$ cat config.mk
export PLATFORM = sky130hd
export DESIGN_NAME = ps2_scancode_decoder_flat
export DESIGN_NICKNAME = d
export VERILOG_FILES = /design/src/rtl/ps2_scancode_decoder_if.sv /design/src/rtl/ps2_scancode_decoder.sv /design/src/flat_wrapper.sv
export SDC_FILE = /design/constraint.sdc
export NUM_CORES = 1
export LEC_CHECK = 0
export ABC_AREA = 1
export CAP_MARGIN = 20
export CORE_UTILIZATION = 34
export CTS_BUF_LIST = sky130_fd_sc_hd__clkbuf_8 sky130_fd_sc_hd__clkbuf_16
export DETAILED_ROUTE_END_ITERATION = 16
export HOLD_SLACK_MARGIN = 0.06
export MAX_ROUTING_LAYER = met4
export PLACE_DENSITY = 0.65
export SLEW_MARGIN = 5
export SYNTH_ARGS = -nofsm -noshare
export SYNTH_HDL_FRONTEND = slang
export SYNTH_SLANG_ARGS = --single-unit
$ cat constraint.sdc
create_clock -name clk -period 2.6 [get_ports clk]
set_input_delay 0.52 -clock clk [delete_from_list [all_inputs] [get_ports clk]]
set_output_delay 0.52 -clock clk [all_outputs]
set_load 0.01 [all_outputs]
$ cat src/rtl/ps2_scancode_decoder_if.sv
// Receiver byte stream in, decoded key-event FIFO out.
// The decoder takes the slave side; whatever drives the keyboard bytes takes the master side.
interface ps2_scancode_decoder_if;
    logic [7:0] DATA;
    logic       DONE;
    logic       Rx_error;
    logic       rd_en;
    logic [7:0] ev_code;
    logic       ev_ext;
    logic       ev_rel;
    logic       empty;
    logic       full;
    logic       overflow;

    modport master (
        output DATA, DONE, Rx_error, rd_en,
        input  ev_code, ev_ext, ev_rel, empty, full, overflow
    );

    modport slave (
        input  DATA, DONE, Rx_error, rd_en,
        output ev_code, ev_ext, ev_rel, empty, full, overflow
    );
endinterface

$ cat src/rtl/ps2_scancode_decoder.sv
// Set-2 scan-code decoder: turns PS/2 bytes (plain, E0-extended, F0-break) into
// key events queued in a small first-word-fall-through FIFO.
module ps2_scancode_decoder #(
    parameter int DEPTH   = 4,
    parameter int TIMEOUT = 50000
) (
    input  logic                    clk,
    input  logic                    reset,
    ps2_scancode_decoder_if.slave   bus
);
    localparam int AW = $clog2(DEPTH);
    localparam int TW = $clog2(TIMEOUT + 1);

    typedef enum logic [1:0] {IDLE, EXT, BRK, EXT_BRK} state_e;

    typedef struct packed {
        logic       ext;
        logic       rel;
        logic [7:0] code;
    } event_t;

    // ------------------------------------------------------------------
    // Synchronisers; the third stage only remembers the previous value
    // so a held DONE produces a single strobe.
    // ------------------------------------------------------------------
    logic [2:0] done_sync_q;
    logic [2:0] err_sync_q;
    logic       strobe;
    logic       err_rise;

    always_ff @(posedge clk or posedge reset) begin
        if (reset) begin
            done_sync_q <= '0;
            err_sync_q  <= '0;
        end else begin
            done_sync_q <= {done_sync_q[1:0], bus.DONE};
            err_sync_q  <= {err_sync_q[1:0], bus.Rx_error};
        end
    end

    assign strobe   = done_sync_q[1] & ~done_sync_q[2];
    assign err_rise = err_sync_q[1] & ~err_sync_q[2];

    // ------------------------------------------------------------------
    // Prefix FSM with inter-byte timeout
    // ------------------------------------------------------------------
    state_e         state_q, state_d;
    logic [TW-1:0]  timer_q, timer_d;
    logic           push_q, push_d;
    event_t         push_ev_q, push_ev_d;

    always_ff @(posedge clk or posedge reset) begin
        if (reset) begin
            state_q   <= IDLE;
            timer_q   <= '0;
            push_q    <= 1'b0;
            push_ev_q <= '0;
        end else begin
            state_q   <= state_d;
            timer_q   <= timer_d;
            push_q    <= push_d;
            push_ev_q <= push_ev_d;
        end
    end

    always_comb begin
        state_d   = state_q;
        timer_d   = '0;
        push_d    = 1'b0;
        push_ev_d = '0;

        if (state_q != IDLE) begin
            timer_d = timer_q + TW'(1);
            if (timer_q == TW'(TIMEOUT - 1)) begin
                state_d = IDLE;
                timer_d = '0;
            end
        end

        // A line error abandons any partial sequence, even if a byte lands now.
        if (err_rise) begin
            state_d = IDLE;
            timer_d = '0;
        end else if (strobe) begin
            timer_d = '0;
            case (state_q)
                IDLE: begin
                    case (bus.DATA)
                        8'hE0: state_d = EXT;
                        8'hF0: state_d = BRK;
                        8'h00, 8'hAA, 8'hE1, 8'hEE,
                        8'hFA, 8'hFE, 8'hFF: state_d = IDLE;
                        default: begin
                            push_d    = 1'b1;
                            push_ev_d = '{ext: 1'b0, rel: 1'b0, code: bus.DATA};
                            state_d   = IDLE;
                        end
                    endcase
                end
                EXT: begin
                    case (bus.DATA)
                        8'hF0: state_d = EXT_BRK;
                        8'hE0: state_d = EXT;
                        default: begin
                            push_d    = 1'b1;
                            push_ev_d = '{ext: 1'b1, rel: 1'b0, code: bus.DATA};
                            state_d   = IDLE;
                        end
                    endcase
                end
                BRK: begin
                    push_d    = (bus.DATA != 8'hF0) && (bus.DATA != 8'hE0);
                    push_ev_d = '{ext: 1'b0, rel: 1'b1, code: bus.DATA};
                    state_d   = IDLE;
                end
                EXT_BRK: begin
                    push_d    = (bus.DATA != 8'hF0) && (bus.DATA != 8'hE0);
                    push_ev_d = '{ext: 1'b1, rel: 1'b1, code: bus.DATA};
                    state_d   = IDLE;
                end
                default: state_d = IDLE;
            endcase
        end
    end

    // ------------------------------------------------------------------
    // Event FIFO: extra pointer bit distinguishes full from empty.
    // ------------------------------------------------------------------
    event_t         mem_q [DEPTH];
    logic [AW:0]    wr_ptr_q, wr_ptr_d;
    logic [AW:0]    rd_ptr_q, rd_ptr_d;
    logic           empty_q, empty_d;
    logic           full_q, full_d;
    logic           ovf_q, ovf_d;
    logic           pop;
    logic           wr_en;
    event_t         head;

    assign pop   = bus.rd_en & ~empty_q;
    assign wr_en = push_q & (~full_q | pop);

    always_comb begin
        wr_ptr_d = wr_ptr_q + {{AW{1'b0}}, wr_en};
        rd_ptr_d = rd_ptr_q + {{AW{1'b0}}, pop};
        empty_d  = (wr_ptr_d == rd_ptr_d);
        full_d   = (wr_ptr_d[AW] != rd_ptr_d[AW]) &&
                   (wr_ptr_d[AW-1:0] == rd_ptr_d[AW-1:0]);
        ovf_d    = ovf_q | (push_q & full_q & ~pop);
    end

    always_ff @(posedge clk or posedge reset) begin
        if (reset) begin
            wr_ptr_q <= '0;
            rd_ptr_q <= '0;
            empty_q  <= 1'b1;
            full_q   <= 1'b0;
            ovf_q    <= 1'b0;
        end else begin
            wr_ptr_q <= wr_ptr_d;
            rd_ptr_q <= rd_ptr_d;
            empty_q  <= empty_d;
            full_q   <= full_d;
            ovf_q    <= ovf_d;
        end
    end

    // Storage is reset so the head reads as all-zero out of reset.
    always_ff @(posedge clk or posedge reset) begin
        if (reset) begin
            for (int i = 0; i < DEPTH; i++) mem_q[i] <= '0;
        end else if (wr_en) begin
            mem_q[wr_ptr_q[AW-1:0]] <= push_ev_q;
        end
    end

    assign head         = mem_q[rd_ptr_q[AW-1:0]];
    assign bus.ev_code  = head.code;
    assign bus.ev_ext   = head.ext;
    assign bus.ev_rel   = head.rel;
    assign bus.empty    = empty_q;
    assign bus.full     = full_q;
    assign bus.overflow = ovf_q;
endmodule

$ cat src/flat_wrapper.sv
// flat-port wrapper written by rule: the top's interface ports become plain ports
module ps2_scancode_decoder_flat 
#(
    parameter int DEPTH   = 4,
    parameter int TIMEOUT = 50000
)
  (clk, reset, bus_DATA, bus_DONE, bus_Rx_error, bus_rd_en, bus_ev_code, bus_ev_ext, bus_ev_rel, bus_empty, bus_full, bus_overflow);
  ps2_scancode_decoder_if bus_i ();
  input  logic clk;
  input  logic reset;
  input wire logic [$bits(bus_i.DATA)-1:0] bus_DATA;
  input wire logic [$bits(bus_i.DONE)-1:0] bus_DONE;
  input wire logic [$bits(bus_i.Rx_error)-1:0] bus_Rx_error;
  input wire logic [$bits(bus_i.rd_en)-1:0] bus_rd_en;
  output wire logic [$bits(bus_i.ev_code)-1:0] bus_ev_code;
  output wire logic [$bits(bus_i.ev_ext)-1:0] bus_ev_ext;
  output wire logic [$bits(bus_i.ev_rel)-1:0] bus_ev_rel;
  output wire logic [$bits(bus_i.empty)-1:0] bus_empty;
  output wire logic [$bits(bus_i.full)-1:0] bus_full;
  output wire logic [$bits(bus_i.overflow)-1:0] bus_overflow;
  assign bus_i.DATA = bus_DATA;
  assign bus_i.DONE = bus_DONE;
  assign bus_i.Rx_error = bus_Rx_error;
  assign bus_i.rd_en = bus_rd_en;
  assign bus_ev_code = bus_i.ev_code;
  assign bus_ev_ext = bus_i.ev_ext;
  assign bus_ev_rel = bus_i.ev_rel;
  assign bus_empty = bus_i.empty;
  assign bus_full = bus_i.full;
  assign bus_overflow = bus_i.overflow;
  ps2_scancode_decoder #(.DEPTH(DEPTH), .TIMEOUT(TIMEOUT)) u_core (.clk(clk), .reset(reset), .bus(bus_i));
endmodule
* After elaboration in Yosys (flattened, before gate mapping)
Index checks and enable logic that the tools add are counted.
** Word-level totals
- Register bits :: 84
- Bits of input ports :: 13
- Output and inout bits :: 13
- Word-level logic and storage cells :: 102
** Cells by class
- $add $sub $neg :: 3
- $lt $le $gt $ge :: 3
- Equality and inequality tests :: 17
- Muxes and demuxes :: 27
- Bitwise logic cells :: 15
- Reductions and logical operators :: 12
** Operators by type and width (number)
- 8-bit equality test, second input constant :: 8
- 16-bit 2-to-1 mux :: 4
- 10-bit 2-to-1 mux :: 6
- 40-bit bitwise mux :: 1
- 10-bit one-hot mux with 4 select lines :: 1
- 10-bit binary-select mux with 2-bit select :: 1
- 10-bit demux with 2-bit select :: 1
- 16-bit by 1-bit adder with 16-bit output, second input constant :: 1
- 16-bit equality test, second input constant :: 1
- 8-bit inequality test, second input constant :: 2
- 9-bit OR reduction :: 1
- 8-bit logical NOT :: 1
- 2-bit 2-to-1 mux :: 4
- 8-bit 2-to-1 mux :: 1
- 2-bit one-hot mux with 2 select lines :: 2
- 3-bit by 1-bit adder with 3-bit output :: 2
- 1-bit bitwise AND :: 6
- 3-bit >= comparator, second input constant :: 2
- 2-bit NOT with 3-bit output :: 2
- 2-bit one-hot mux with 3 select lines :: 1
- 3-bit nonzero test :: 2
- 1-bit NOT :: 5
- 2-bit equality test, second input constant :: 2
- 1-bit 2-to-1 mux :: 4
- other kinds (12) :: 16

* Logic depth before layout (Yosys ltp)
- Depth in word-level cells :: 7
- Gate-level depth with buffers :: 9
- Mapped depth without buffers :: 9

* Worst setup path after synthesis
Ideal clock, no wire load.
- Kind :: input to register
- Start :: input port bus_rd_en
- End :: register u_core.empty_q, in the netlist u_core.bus.empty
- Library setup time :: 67 ps
- Arrival :: 1734 ps
- Required time :: 2533 ps
- Path slack :: 799 ps
- Stages :: 9
- Path buffers :: 0
- Path through :: inv_1 -> or2_4 -> a21boi_4 -> ha_1 -> ha_1 -> xor2_1 -> xnor2_1 -> inv_1 -> nor2_1
** On the way
- Longest elaborated chain between the ends :: 5
- Elaborated cells between the ends (all ways) :: 6
- Classes of those cells :: add/sub (2); eq/ne (1); bitwise (3)
** RTL lines
- start, declared :: RTL line flat_wrapper.sv:14 : input wire logic [$bits(bus_i.rd_en)-1:0] bus_rd_en;
- 1-bit bitwise AND :: RTL line ps2_scancode_decoder.sv:139 : assign pop = bus.rd_en & ~empty_q;
- 1-bit bitwise OR :: RTL line ps2_scancode_decoder.sv:140 : assign wr_en = push_q & (~full_q | pop);
- 1-bit bitwise AND :: RTL line ps2_scancode_decoder.sv:140
- 3-bit by 1-bit adder with 3-bit output :: RTL line ps2_scancode_decoder.sv:143 : wr_ptr_d = wr_ptr_q + {{AW{1'b0}}, wr_en};
- named net u_core.wr_ptr_d[2] :: RTL line ps2_scancode_decoder.sv:130 : logic [AW:0] wr_ptr_q, wr_ptr_d;
- 3-bit equality test :: RTL line ps2_scancode_decoder.sv:145 : empty_d = (wr_ptr_d == rd_ptr_d);
- named net u_core.empty_d :: RTL line ps2_scancode_decoder.sv:132 : logic empty_q, empty_d;
- end signal, assigned :: RTL line ps2_scancode_decoder.sv:161 : empty_q <= empty_d;
- end, declared :: RTL line ps2_scancode_decoder.sv:132
The timed path passes the listed nets, and every way through them passes these cells.
A chain may end at the register's enable or synchronous reset.

* Worst setup path after layout
- Start :: register u_core.rd_ptr_q[1]
- End :: output port bus_ev_code[5]
** On the way
- Longest elaborated chain between the ends :: 4
** RTL lines
- start, declared :: RTL line ps2_scancode_decoder.sv:131 : logic [AW:0] rd_ptr_q, rd_ptr_d;
- start signal, assigned :: RTL line ps2_scancode_decoder.sv:160 : rd_ptr_q <= rd_ptr_d;
- 2-bit NOT with 3-bit output (not written as such) :: RTL line ps2_scancode_decoder.sv:176 : assign head = mem_q[rd_ptr_q[AW-1:0]];
- 10-bit binary-select mux with 2-bit select :: RTL line ps2_scancode_decoder.sv:176
- 10-bit 2-to-1 mux (not written as such) (2 in a row) :: RTL line ps2_scancode_decoder.sv:176
- end, declared :: RTL line flat_wrapper.sv:15 : output wire logic [$bits(bus_i.ev_code)-1:0] bus_ev_code;
No other way between the ends. The select of a mux whose other input is x is not followed.

==> results.toml <==
[run_status]
status = "complete, no violations"

[power_and_ir_drop]
ir_drop_mv = 0.586
p_leak_nw = 2.04
powerDensity_nw_per_um2 = 916

[global_routing]
grt_pass1_wl_um = 13900
grt_usage_pct = 15.6
antenna_found_initial = 0
grt_pass1_vias = 3068
grt_max_degree = 85
overflow = 0

[finish]
nets = 505
antenna_cells = 0
drive_gt1_share_pct = 8.76
fin_area_um2 = 4550
final_cells = 631
fill_cells = 1081
syn_to_final_growth_pct = 17.1
layout_common_cells = "nand2_1 (108), dfrtp_1 (83), nor2_1 (75)"
final_common_cell = "nand2_1"

[placed_design]
dp_cells = 616
hpwl_um = 5350
place_worst_setup_slack_ns = 0.160
numPortBuffers = 25
placed_area_um2 = 4280
routabilityCongestion = 0.856

[setup_path]
r2r-end = "u_core.bus.empty"
crit_path_max_fanout = 10
r2r_cells = 8
r2r-start = "u_core.bus.empty"
cp.arrival_ns = 1.94
r2r_setup_slack_ns = 0.79
cp-start-kind = "flip-flop"
cp.required_ns = 2.08
critPathKind = "reg2out"
crit_path_end_kind = "output pin"

[synthesis]
avgSynthCellArea_um2 = 8.51
synth-edff-count = 0
netlist_instances = 457
synth_seq_cells = 84
ys_async_sr_fraction_pct = 100
syn_nets = 475
synth_area_um2 = 3890
yosysWarnings = 0
ys_seq_area_share_pct = 54.1
dominantRegCellSynth = "dfrtp_1"
synth.distinct_cells = 29

[die]
rows = 38
io_pins = 26
die_w_um = 109
dieArea_um2 = 11900
initial_core_util_pct = 35.4
die_h_um = 109
fp.coreArea_um2 = 11000

[sta]
fin_crit_ns = 2.46
slew_viol_final = 0
finalWorstSetupSlack_ns = 0.138
fin_tns_setup_ns = 0
fin_skew_ns = 0.00672
setup_viol = 0
slew_headroom_pct = 70.9
fmax_mhz = 406
rsz0062_at_grt = "no"
tightest_slew_ns = 0.436
fin_crit_sh_pct = 94.7
whs_ns = 0.347
hold_viol = 0

[route]
detailroute.via_count = 3044
drt-wirelength-per-cell_um = 12.4
antenna_left = 0
drt_pass1_iterations = 5
drcViolationCount = 0
drt-initial-drc-count = 256
postRouteWirelength_um = 7850
viasPerCell = 4.82

[hold_path]
min_delay_path_depth = 0
hold_start = "u_core.err_sync_q[0]"
hold_path_end = "u_core.err_sync_q[1]"
hold_class = "reg2reg"

[clocking]
cts_buffers = 9
clock-sinks = 84
cts_tree = "built"
clockBufferDepth = 2
root_buffer = "clkbuf_16"
clk-insertion-delay-late_ns = 0.33
clk_pin_slew_worst_paths_ns = 0.06
htreeDepth = 3

[run]
cap_violations = 0
state kept, by name, indices dropped and copies added, names as in the netlist:
signal               cells
u_core.bus.overflow      1
u_core.bus.full          1
u_core.rd_ptr_q          3
u_core.timer_q          16
u_core.mem_q            40
u_core.done_sync_q       3
u_core.err_sync_q        3
u_core.push_ev_q        10
u_core.push_q            1
u_core.state_q           2
u_core.bus.empty         1
u_core.wr_ptr_q          3
final cells by class:
cell class,instances,area [µm²],area share (%)
inverter,52,199,4.37
multi-input combinational,307,1480,32.6
clock inverter,6,43.8,0.962
timing repair buffer,33,323,7.09
clock buffer,9,225,4.95
tap,140,175,3.85
sequential,84,2100,46.2
routing by layer:
layer	track usage, %	up-vias	wire [µm]
met1	19.0	1440	3640
met4	4.34	0	82
met2	25.2	85	3730
li1	-	1509	-
met3	4.36	10	400
met5	-	-	0
cells in the mapped netlist (2+ instances only):
cell type  instances  area (µm²)
nand2_1          108         405
dfrtp_1           83        2080
nor2_1            75         282
inv_1             52         195
o21ai_1           31         155
o21ai_0           28         140
o22ai_1           10        62.6
o21ai_2            9        78.8
nand3_1            7        35.0
xor2_1             6        52.6
buf_6              5        56.3
clkbuf_1           5        18.8
ha_1               5        62.6
buf_4              4        30.0
xnor2_1            4        35.0
a21oi_1            3        15.0
nand4_1            3        18.8
nor2_2             3        18.8
nor3_1             3        15.0
o21bai_1           3        22.5
nand3_2            2        20.0
power breakdown:
part | switching (mW) | total, mW | internal (mW)
combinational | 0.707 | 1.31 | 0.601
sequential | 0.151 | 1.72 | 1.57
clock | 0.505 | 1.15 | 0.640
worst max-delay path, cell delays in order, from the launching register on:
cell	delay (ns)
dfrtp_1	0.40
inv_1	0.28
o21ai_0	0.16
o22ai_1	0.20
clkdlybuf4s50_1	0.57
metrics by stage:
step	utilization [%]	power (mW)
finish	41.5	4.17
global route	41.5	4.46
CTS	41.5	4.21
detailed placement	39.0	3.05
global placement	39.0	3.00
floorplan	-	2.54
logic make-up after synthesis:
group	synth area share, %
and+or+nand+nor	21.2
AOI/OAI and AO/OA	13.1
DFF	54.1
buffers and inverters	7.72
xor gates and xnor gates	2.25
adders and majority gates	1.61
worst max path at each step:
stage                            start               end  slack (ns)  cells after the start
CTS                 u_core.rd_ptr_q[0]    bus_ev_code[4]        0.06                      5
detailed placement           bus_rd_en  u_core.bus.empty        0.16                     10
global placement             bus_rd_en  u_core.bus.empty        0.27                     10
floorplan                    bus_rd_en  u_core.bus.empty        0.80                      9
finish              u_core.rd_ptr_q[1]    bus_ev_code[5]        0.14                      4
global route        u_core.rd_ptr_q[1]        bus_ev_rel        0.02                      4
timing repair:
| item | in CTS | in global routing |
|---|---|---|
| buffers inserted | 0 | 0 |
| endpoints found under the setup margin | 0 | 6 |
| resized for setup | 0 | 1 |
| hold buffers | 0 | 0 |
| endpoints found under the hold margin | 0 | 0 |
(Power assumes the default switching activity.)
